[config.mk]
export PLATFORM = sky130hd
export DESIGN_NAME = sipo_window_ctrl
export DESIGN_NICKNAME = d
export VERILOG_FILES = /design/src/rtl/sipo_window_ctrl.sv
export SDC_FILE = /design/constraint.sdc
export NUM_CORES = 1
export LEC_CHECK = 0
export BUFFER_PORTS_ARGS = -buffer_cell sky130_fd_sc_hd__buf_2
export CAP_MARGIN = 20
export CORE_ASPECT_RATIO = 0.7
export CORE_UTILIZATION = 41
export DETAILED_ROUTE_END_ITERATION = 12
export MAX_ROUTING_LAYER = met4
export PLACE_DENSITY = 0.78
export SYNTH_ARGS = -nofsm -noshare
export SYNTH_HDL_FRONTEND = slang
export SYNTH_SLANG_ARGS = --single-unit
[constraint.sdc]
create_clock -name i_clk -period 2.1 [get_ports i_clk]
set_clock_uncertainty 0.15 [all_clocks]
set_input_delay 0.42 -clock i_clk [delete_from_list [all_inputs] [get_ports i_clk]]
set_output_delay 0.42 -clock i_clk [all_outputs]
set_load 0.1 [all_outputs]
[src/rtl/sipo_window_ctrl.sv]
// Sequencer for the 9-word SIPO window register in front of the conv PE.
// Shifts in one accepted word per cycle, loads the window, then holds it under valid/ready.
module sipo_window_ctrl #(
    parameter int N_IN  = 9,
    parameter int WIDTH = 16,
    parameter int N_WIN = 196,
    parameter int WIN_W = 8
) (
    input  logic             i_clk,
    input  logic             i_rst,
    input  logic             i_in_valid,
    output logic             o_in_ready,
    input  logic [WIDTH-1:0] i_in_data,
    output logic             o_sipo_shift_en,
    output logic [WIDTH-1:0] o_sipo_serial,
    output logic             o_sipo_load,
    output logic             o_window_valid,
    input  logic             i_window_ready,
    output logic             o_window_last,
    output logic [WIN_W-1:0] o_window_idx
);

    localparam int              FW        = $clog2(N_IN + 1);
    localparam logic [FW-1:0]    FILL_FULL = FW'(N_IN);
    localparam logic [WIN_W-1:0] WIN_LAST  = WIN_W'(N_WIN - 1);

    logic [FW-1:0]    r_fill_cnt;
    logic [WIN_W-1:0] r_win_cnt;
    logic             r_shift_en;
    logic [WIDTH-1:0] r_serial;
    logic             r_load;
    logic             r_window_valid;

    logic w_full;
    logic w_accept;
    logic w_slot_free;
    logic w_consume;
    logic w_load_req;

    // in_ready depends only on state (and reset), never on in_valid.
    assign w_full      = (r_fill_cnt == FILL_FULL);
    assign o_in_ready  = !i_rst && (r_fill_cnt < FILL_FULL);
    assign w_accept    = i_in_valid && o_in_ready;
    assign w_consume   = r_window_valid && i_window_ready;
    assign w_slot_free = !r_window_valid || i_window_ready;
    assign w_load_req  = w_full && w_slot_free;

    always_ff @(posedge i_clk) begin
        if (i_rst) begin
            r_fill_cnt     <= '0;
            r_win_cnt      <= '0;
            r_shift_en     <= 1'b0;
            r_serial       <= '0;
            r_load         <= 1'b0;
            r_window_valid <= 1'b0;
        end else begin
            r_shift_en <= w_accept;
            if (w_accept) begin
                r_serial <= i_in_data;
            end

            // A full fill never accepts, so load and increment are exclusive.
            if (w_load_req) begin
                r_fill_cnt <= '0;
            end else if (w_accept) begin
                r_fill_cnt <= r_fill_cnt + 1'b1;
            end

            r_load <= w_load_req;

            if (r_load) begin
                r_window_valid <= 1'b1;
            end else if (w_consume) begin
                r_window_valid <= 1'b0;
            end

            if (w_consume) begin
                r_win_cnt <= (r_win_cnt == WIN_LAST) ? '0 : r_win_cnt + 1'b1;
            end
        end
    end

    assign o_sipo_shift_en = r_shift_en;
    assign o_sipo_serial   = r_serial;
    assign o_sipo_load     = r_load;
    assign o_window_valid  = r_window_valid;
    assign o_window_idx    = r_win_cnt;
    assign o_window_last   = (r_win_cnt == WIN_LAST);

endmodule

=== Word level (Yosys, flattened, before mapping) ===
Cells that the tools add are included.
Widths: inputs -> output; s select.

* Register bits after elaboration: 31
* Input port bits: 20
* Logic and storage cells: 23

* Add/subtract/negate cells: 2
* Order comparisons: 1
* Equality and inequality tests: 2
* Muxes and demuxes: 3
* Reduce and logical (&&, ||, !) cells: 9

{| class="wikitable"
|+ Operator list
! kind !! number
|-
| $add 8x1->8 const B || 1
|-
| $eq 8x8->1 const B || 1
|-
| $mux 8 || 1
|-
| $add 4x1->4 const B || 1
|-
| $eq 4x4->1 const B || 1
|-
| $logic_and 1x1->1 || 4
|-
| $lt 4x4->1 const B || 1
|-
| $logic_not 1->1 || 2
|-
| $mux 1 || 2
|-
| $reduce_bool 2->1 || 1
|-
| $reduce_or 2->1 || 1
|-
| $logic_or 1x1->1 || 1
|}

=== Longest topological paths before layout ===
Gate-level depths: netlist of run 1.

* Depth in word-level cells: 4
* Mapped depth: 8
* Gate-level depth less buffers: 6

=== Least setup slack after synthesis of run 1 ===
Ideal clock, no wire load.

* Path type: flip-flop to flip-flop
* From: register r_win_cnt[0] (netlist: o_window_idx[0])
* To: register r_win_cnt[4] (netlist: o_window_idx[4])
* Library setup time: 0.117 ns
* Arrival: 2.898 ns
* Slack: -1.066 ns
* Cell stages (with the launch flop): 6
* Buffers on the path: 0
* Cells stage by stage: dfxtp_1 ha_1 nand2_1 nor4_4 a31o_4 nor2_1

* Longest elaborated chain between the ends: 2

{| class="wikitable"
|+ Ends and longest elaborated chain
! item !! RTL line !! source
|-
| from (decl) || 28 || <nowiki>logic [WIN_W-1:0] r_win_cnt;</nowiki>
|-
| from (signal assigned) || 78 || <nowiki>r_win_cnt <= (r_win_cnt == WIN_LAST) ? '0 : r_win_cnt + 1'b1;</nowiki>
|-
| $eq 8x8->1 || -- ||
|-
| named net o_window_last || 19 || <nowiki>output logic o_window_last,</nowiki>
|-
| $mux 8 || 78 ||
|}

The timed path passes the listed nets, and every way through them passes these cells.
A chain may end at the register's enable or synchronous reset.

=== Worst setup path in the final report of run 1 ===
* From: register r_win_cnt[2] (netlist: o_window_idx[2])
* To: output o_window_last

* Longest elaborated chain between the ends: 1

{| class="wikitable"
|+ Ends and longest elaborated chain
! item !! RTL line !! source
|-
| $eq 8x8->1 || 88 || <nowiki>assign o_window_last = (r_win_cnt == WIN_LAST);</nowiki>
|-
| to (decl) || 19 ||
|}

Every way passes these cells.

==> impl.org, run 1 <==
** Critical path
- Type of element capturing the critical path :: output port
- In this run the worst path has a maximum fanout of 5.
- Tracing the worst setup path back leads to its startpoint at o_window_idx[2].
- Kind of launch point of the worst setup path :: flip-flop
- Data on the critical path is required at its endpoint by 1.53 ns.
- The worst register-to-register path begins at r_fill_cnt[0].
- STA puts the critical path data arrival time at approximately 1.5 ns.
- Critical setup path kind :: flip-flop to output port

** Clocking
- The number of clock buffers added by TritonCTS is 5.
- Insertion delay to the later sink of the worst-skew pair :: around 0.27 ns
- # Post-CTS Setup Buffers :: 0
- The longest clock path from root to sink contains 2 buffers.
- TritonCTS clock tree :: built
- The number of hold buffers added after CTS was 0.
- Clk sink count :: 31
- The clock tree synthesis step divided the H-tree into 2 levels.
- Clock transition at path regs :: around 0.060 ns
- Root buffer cell :: sky130_fd_sc_hd__clkbuf_8

** Yosys
- Of the post-synthesis cell area, the dominant cell type holds 0.481.
- Total of flip-flops plus latches after synthesis :: 31
- Area leader, netlist :: sky130_fd_sc_hd__dfxtp_1
- For this run, the register share of the synthesized area comes to 0.481.
- Synthesis Warnings :: 0
- Synth Cell Area :: 1290 µm²
- Predominant post-synthesis flop cell :: sky130_fd_sc_hd__dfxtp_1
- After technology mapping, the gate count stands at 145.
- Yosys mapped a number of flops with a built-in enable equal to 0.
- Post-Syn Area per Cell :: roughly 9 µm²
- The number of nets in the synthesized netlist is 169.
- Number of library cell types mapped by synthesis :: 26
- After synthesis, the share of flip-flops with an asynchronous set or reset is 0.
- Top cells by area, synth :: sky130_fd_sc_hd__dfxtp_1 48%, sky130_fd_sc_hd__nand2b_1 9.7%, sky130_fd_sc_hd__nand2_1 6.1%, sky130_fd_sc_hd__o21ai_0 5.8%, sky130_fd_sc_hd__nor2_1 4.1%

** Pwr
- Of the total power, the share spent switching nets is 0.310.
- The analysis attributes to net switching a power of 435 µW.
- Peak supply drop :: 0.369 mV
- Of the total power, registers draw 0.444.
- Combinational Power Share :: 0.202
- Total leakage power :: around 0.00074 µW
- Of the total power, the clock network draws 0.354.
- Internal Dissipation :: a little under 1000 µW
- After layout, the design draws a total of roughly 1400 µW.
- In this run the power density over the cells is a little over 800 nW/µm².

** Route
- In the routed design, unresolved DRC markers number 0.
- DRC violation total after the first TritonRoute iteration :: between 40 and 50
- After detailed routing, the average wire length per cell comes to between 10 and 15 µm.
- Final WL :: around 2.6 mm
- The final route contains 1,087 vias.
- The detail route stage leaves a number of antenna-violating nets equal to 0.
- Via/cell ratio :: about 4.6
- Before antenna repair, the detailed router went through 4 iterations.

** STA
- Final critical delay including setup and external delays :: 2.07 ns
- Least-Margin Pin Slew :: a little under 0.5 ns
- Final worst path period share :: 0.987
- Endpoints failing setup :: 0
- Number of hold-slack violations in the final timing report :: 0
- Count of final max-slew check failures :: 0
- Worst slew margin relative to its limit :: 0.673
- Setup repair after global routing could not meet its margin everywhere.
- Worst hold margin :: 0.193 ns
- Maximum clock frequency :: 0.482 GHz

** Floorplanning
- In this run the core area contains 16 standard-cell rows.
- Die extent in x :: 69.1 µm
- Number of ports placed on the die boundary :: 49
- Area of the core region :: 2880 µm²
- Vertical extent of the die :: 49.0 µm
- Initial Utilization :: 0.448
- Die Area :: 3380 µm²

** Run status
- Outcome :: complete, no violations

** Min path
- The startpoint identified for the worst hold timing path is i_in_data[13].
- In this run the worst hold path is classified as primary input to flip-flop.

** Final layout
- For this run, the post-layout net count is between 200 and 250.
- Of the cells placed in the final design, the portion with a size suffix greater than 1 is 0.364.
- Most frequent cells in the layout :: 46 x sky130_fd_sc_hd__buf_2, 25 x sky130_fd_sc_hd__dfxtp_1, 21 x sky130_fd_sc_hd__nand2_1
- For this run, the share of the core covered by cells in the final layout is 0.603.
- Most common library cell in the layout ignoring fill and taps :: sky130_fd_sc_hd__buf_2
- The number of antenna diodes in the final layout is 0.
- Syn-to-layout area delta :: 34.6%

** Global route
- Wire length of the first global-routing pass :: 4.46 mm
- The number of global-route vias before repair is approximately 1,000.
- Entering global routing, the biggest net connects 32 pins.
- Aggregate global-route resource usage :: 0.168
- The initial antenna violation count was 0.
- GRT overflow :: 0

** Run
- Across the run, the number of max-cap violations was 0.

** Placed design
- GP Congestion :: a little over 0.9
- Detailed-placement wirelength estimate :: approximately 2 mm
- Quantity of I/O buffers inserted on ports :: 48
==> final timing paths <==
kind	to	slack, ns	cells after the start
hold / removal	o_sipo_serial[13]	0.19	3
setup / recovery	o_window_last	0.03	3
hold reg to reg	o_window_valid	0.29	2
setup reg to reg	r_fill_cnt[3]	0.47	7
==> state kept, by name, summed over array words and instances, names as in the netlist <==
signal	cells
o_sipo_serial	16
o_window_idx	8
r_fill_cnt	4
o_sipo_load	1
o_sipo_shift_en	1
o_window_valid	1
==> cell usage after synthesis (all sizes together) (2+ instances only) <==
library cell / number
xor2: 2
xnor2: 6
nand3: 4
dfxtp: 31
nor4: 2
o21ai: 16
nor2: 14
buf: 3
nand2b: 20
ha: 4
a21oi: 5
inv: 5
clkbuf: 3
nand2: 21
==> area by class of cell <==
cell class                 count  area (µm²)
clock buffer                   8         100
fill                         258        1140
inverter                       5        18.8
multi-input combinational    103         631
sequential                    31         638
tap                           36        45.0
timing repair buffer          51         305
==> timing repair <==
| item | 4_1_cts | 5_1_grt |
|---|---|---|
| gates cloned | 0 | 0 |
| pin swaps | 1 | 0 |
| setup endpoints to repair | 1 | 1 |
| gates resized for setup | 0 | 1 |
==> critical path, cell delays in order (launching register included) <==
cell and delay, ns:
sky130_fd_sc_hd__dfxtp_4 0.36, sky130_fd_sc_hd__or3b_4 0.40, sky130_fd_sc_hd__nor4_4 0.26, sky130_fd_sc_hd__buf_12 0.22
==> power groups by stage <==
stage	clock, µW	sequential (µW)	combinational (µW)
detailed placement	0	635	284
global placement	0	635	283
CTS	514	623	285
global route	541	625	297
finish	496	623	283
floorplan	0	799	58.3
==> cells by family after synthesis <==
kind of cell	after synthesis	share of synthesized area
AO/OA/AOI/OAI	24	0.109
flip-flops	31	0.481
multiplexers	1	0.00775
adder cells (fa/ha/maj)	4	0.0388
XOR/XNOR	8	0.0543
buffers and inverters	11	0.0388
AND/OR/NAND/NOR	66	0.270
==> through the flow <==
| step | instance area [µm²] | setup slack [ns] | setup TNS, ns | instances |
|---|---|---|---|---|
| after floorplan | 1310 | -0.585 | -4.60 | 145 |
| after global placement | 1640 | 0.270 | 0 | 226 |
| after detailed placement | 1640 | 0.226 | 0 | 226 |
| after CTS | 1740 | 0.00375 | 0 | 234 |
| after global routing | 1740 | -0.0306 | -0.0306 | 234 |
| final | 1740 | 0.0272 | 0 | 234 |
==> metal layers <==
metal | wire length, µm | vias up | GRT usage
li1 | - | 576 | -
met1 | 1340 | 492 | 0.207
met2 | 1170 | 17 | 0.264
met3 | 69 | 2 | 0.0434
met4 | 22 | 0 | 0.0714
met5 | 0 | - | -
Power figures use the tool's default switching activity.
==> run 2: changes to the inputs <==
--- a/config.mk
+++ b/config.mk
@@ -11,7 +11,8 @@
 export CORE_UTILIZATION = 41
 export DETAILED_ROUTE_END_ITERATION = 12
 export MAX_ROUTING_LAYER = met4
-export PLACE_DENSITY = 0.78
+export PLACE_DENSITY = 0.8
+export RECOVER_POWER = 25
 export SYNTH_ARGS = -nofsm -noshare
 export SYNTH_HDL_FRONTEND = slang
 export SYNTH_SLANG_ARGS = --single-unit
==> constraint.sdc (replaced) <==
create_clock -name i_clk -period 1.7 [get_ports i_clk]
set_clock_uncertainty 0.15 [all_clocks]
set_input_delay 0.34 -clock i_clk [delete_from_list [all_inputs] [get_ports i_clk]]
set_output_delay 0.34 -clock i_clk [all_outputs]
set_load 0.1 [all_outputs]
==> impl.org, run 2 (same netlist as run 1, synthesis figures left out) <==
** Final layout
- At the end of the flow, the number of nets in the layout was between 200 and 250.
- Area of all sequential standard cells :: 639 µm²
- Most common library cell in the layout ignoring fill and taps :: sky130_fd_sc_hd__buf_2
- Number of inserted filler cells in the final layout :: about 260
- The area growth from synthesis to layout is 41.4%.
- Most frequent cells in the layout :: 40 x sky130_fd_sc_hd__buf_2, 24 x sky130_fd_sc_hd__dfxtp_1, 21 x sky130_fd_sc_hd__nand2_1
- Largest register FFs :: 16
- Measured on the finished design, the core utilization comes to 0.633.
- Fraction of final layout cells with drive strength greater than 1 :: 0.424
- Antenna diodes :: 0
- Total area of multi-input combinational cells :: between 600 and 700 µm²

** Clocking
- TritonCTS built the clock tree.
- The number of clock buffers added by TritonCTS is 5.
- The later pin in the worst-skew pair is clocked with a latency of between 0.2 and 0.3 ns.
- After clock tree synthesis, the clock-pin slew on the worst setup and hold paths is about 0.06 ns.
- Buffers from clock root to sink, at most :: 2
- The clock tree synthesis step divided the H-tree into 2 levels.
- The tree is rooted in a sky130_fd_sc_hd__clkbuf_8.
- Clk sink count :: 31

** Pwr
- Switching power share of the total :: 0.319
- Power dissipated by switching net loads :: around 540 µW
- The internal portion of the total power is between 1000 and 1500 µW.
- Dividing total power by cell area gives a power density of around 900 nW/µm².
- VDD sags by at most between 0.7 and 0.8 mV.
- Of the total power, combinational logic draws 0.216.
- Summed over all cells, the static leakage comes to 0.000768 µW.
- Part of the total power dissipated in sequential elements :: 0.454
- The share of total power dissipated in the clock network is 0.330.

** Floorplanning
- Total number of placement rows :: 16
- In this run the vertical extent of the chip is roughly 49 µm.
- Area of the core region :: a little under 3000 µm²
- The die covers between 3000 and 4000 µm².
- Number of ports placed on the die boundary :: a little under 50
- Die extent in x :: 69.1 µm
- For this configuration, the core starts out at a cell density of 0.448.

** Critical path
- At the worst endpoint, the required time is 1.21 ns.
- The worst setup path is captured at an output port.
- Reg-to-Reg End :: r_fill_cnt[1]
- Arrival time at the worst endpoint :: about 1.4 ns
- Critical setup path kind :: flip-flop to output port
- Across all register-to-register paths, the minimum setup slack is 0.02 ns.
- Worst R2R Path Depth :: 8
- Kind of launch point of the worst setup path :: flip-flop
- In this run the worst path has a maximum fanout of 2.
- The startpoint identified for the worst register-to-register timing path is r_fill_cnt[1].

** Run status
- Outcome :: finished with violations
- Failing checks :: setup timing

** Min path
- Hold Path Sink :: o_sipo_serial[10]
- Number of cells on the worst hold path :: 3
- The min-delay analysis places its worst path in the category primary input to flip-flop.
- The worst hold path begins at i_in_data[10].

** STA
- Worst hold margin :: between 0.1 and 0.15 ns
- Worst slew margin relative to its limit :: 0.640
- Endpoints failing setup :: 3
- Setup repair after global routing missed its margin :: yes
- Of the available clock period, the critical path in the final layout requires 1.14.
- Number of hold-slack violations in the final timing report :: 0
- For this run, the top clock speed supported by timing is a little over 0.5 GHz.
- At the pin with the least slew margin, the transition time is ~0.54 ns.
- Final critical delay including setup and external delays :: a little under 2 ns
- The number of pins with negative max-slew slack in the final report was 0.
- In the final timing run, aggregate negative setup slack is -0.282 ns.
- Once routing completed, OpenROAD measured the worst setup slack at -0.234 ns.

** Placed design
- Quantity of I/O buffers inserted on ports :: 48
- At the end of routability-driven placement, the weighted congestion stood at about 0.86.
- Summed over all nets, the half-perimeter wirelength after detailed placement is around 2.0 mm.

** Route
- For this run, the detailed router's first-pass iteration total came to 4.
- Antenna Violating Nets Remaining :: 0
- In the final routed layout, each cell accounts on average for around 11 µm.
- After detailed routing, the number of vias per cell comes to about 4.7.
- Detailed routing inserted a total of around 1,100 vias.
- Final WL :: between 2 and 3 mm
- DRC violation total after the first TritonRoute iteration :: 50
- Count of unresolved DRC violations after routing :: 0

** Global route
- Wire length of the first global-routing pass :: 4.48 mm
- Aggregate global-route resource usage :: 0.175
- Initial antenna violation count :: 0
- Entering global routing, the biggest net connects 34 pins.
- GRT overflow :: 0
- The number of global-route vias before repair was 1,037.

** Run
- Across the run, the number of max-cap violations was 0.
run 2: repair_timing:
| action | in CTS | in global routing |
|---|---|---|
| pin swaps | 6 | 2 |
| resized for setup | 7 | 7 |
| endpoints found under the setup margin | 9 | 11 |
| setup buffers | 3 | 1 |
| hold buffers | 0 | 0 |
run 2: critical path, cell delays in order, from the launching register on:
cell and delay (ns):
sky130_fd_sc_hd__dfxtp_2 0.32, sky130_fd_sc_hd__or3b_4 0.40, sky130_fd_sc_hd__nor4_4 0.23, sky130_fd_sc_hd__buf_12 0.22
run 2: power by group through the flow:
stage,Clock [µW],Combinational [µW],Sequential (µW)
after floorplan,0,74.0,987
after global placement,0,353,782
after detailed placement,0,356,782
after CTS,575,370,767
after global routing,622,382,771
final,557,365,767
run 2: final cells by class:
cell class / instances / share of cell area
clock inverter: 1 / 0.00274
inverter: 5 / 0.0103
clock buffer: 6 / 0.0452
tap: 36 / 0.0247
multi-input combinational: 103 / 0.367
timing repair buffer: 59 / 0.199
sequential: 31 / 0.350
run 2: worst max path at each step:
stage,startpoint,endpoint,slack [ns],cells after the start
5_1_grt,o_window_idx[3],o_window_last,-0.29,3
4_1_cts,o_window_idx[3],o_window_last,-0.25,3
3_3_place_gp,o_window_idx[2],o_window_last,-0.02,3
6_report,o_window_idx[3],o_window_last,-0.23,3
2_1_floorplan,o_window_idx[7],o_window_idx[3],-0.99,4
3_5_place_dp,o_window_idx[2],o_window_last,-0.04,3
run 2: per-layer routing:
layer,part of all wire,vias to the layer above,track usage
met5,0,-,-
met4,0.016,0,0.0816
met3,0.047,5,0.0579
met2,0.45,24,0.259
met1,0.49,521,0.216
li1,-,594,-
run 2: per-stage QoR:
step	setup WS (ns)	total power (µW)	area (µm²)	std cells
after global placement	-0.0189	1140	1690	232
after CTS	-0.251	1710	1820	241
after detailed placement	-0.0433	1140	1690	232
after global routing	-0.292	1770	1830	241
after floorplan	-0.985	1060	1320	145
final	-0.234	1690	1830	241
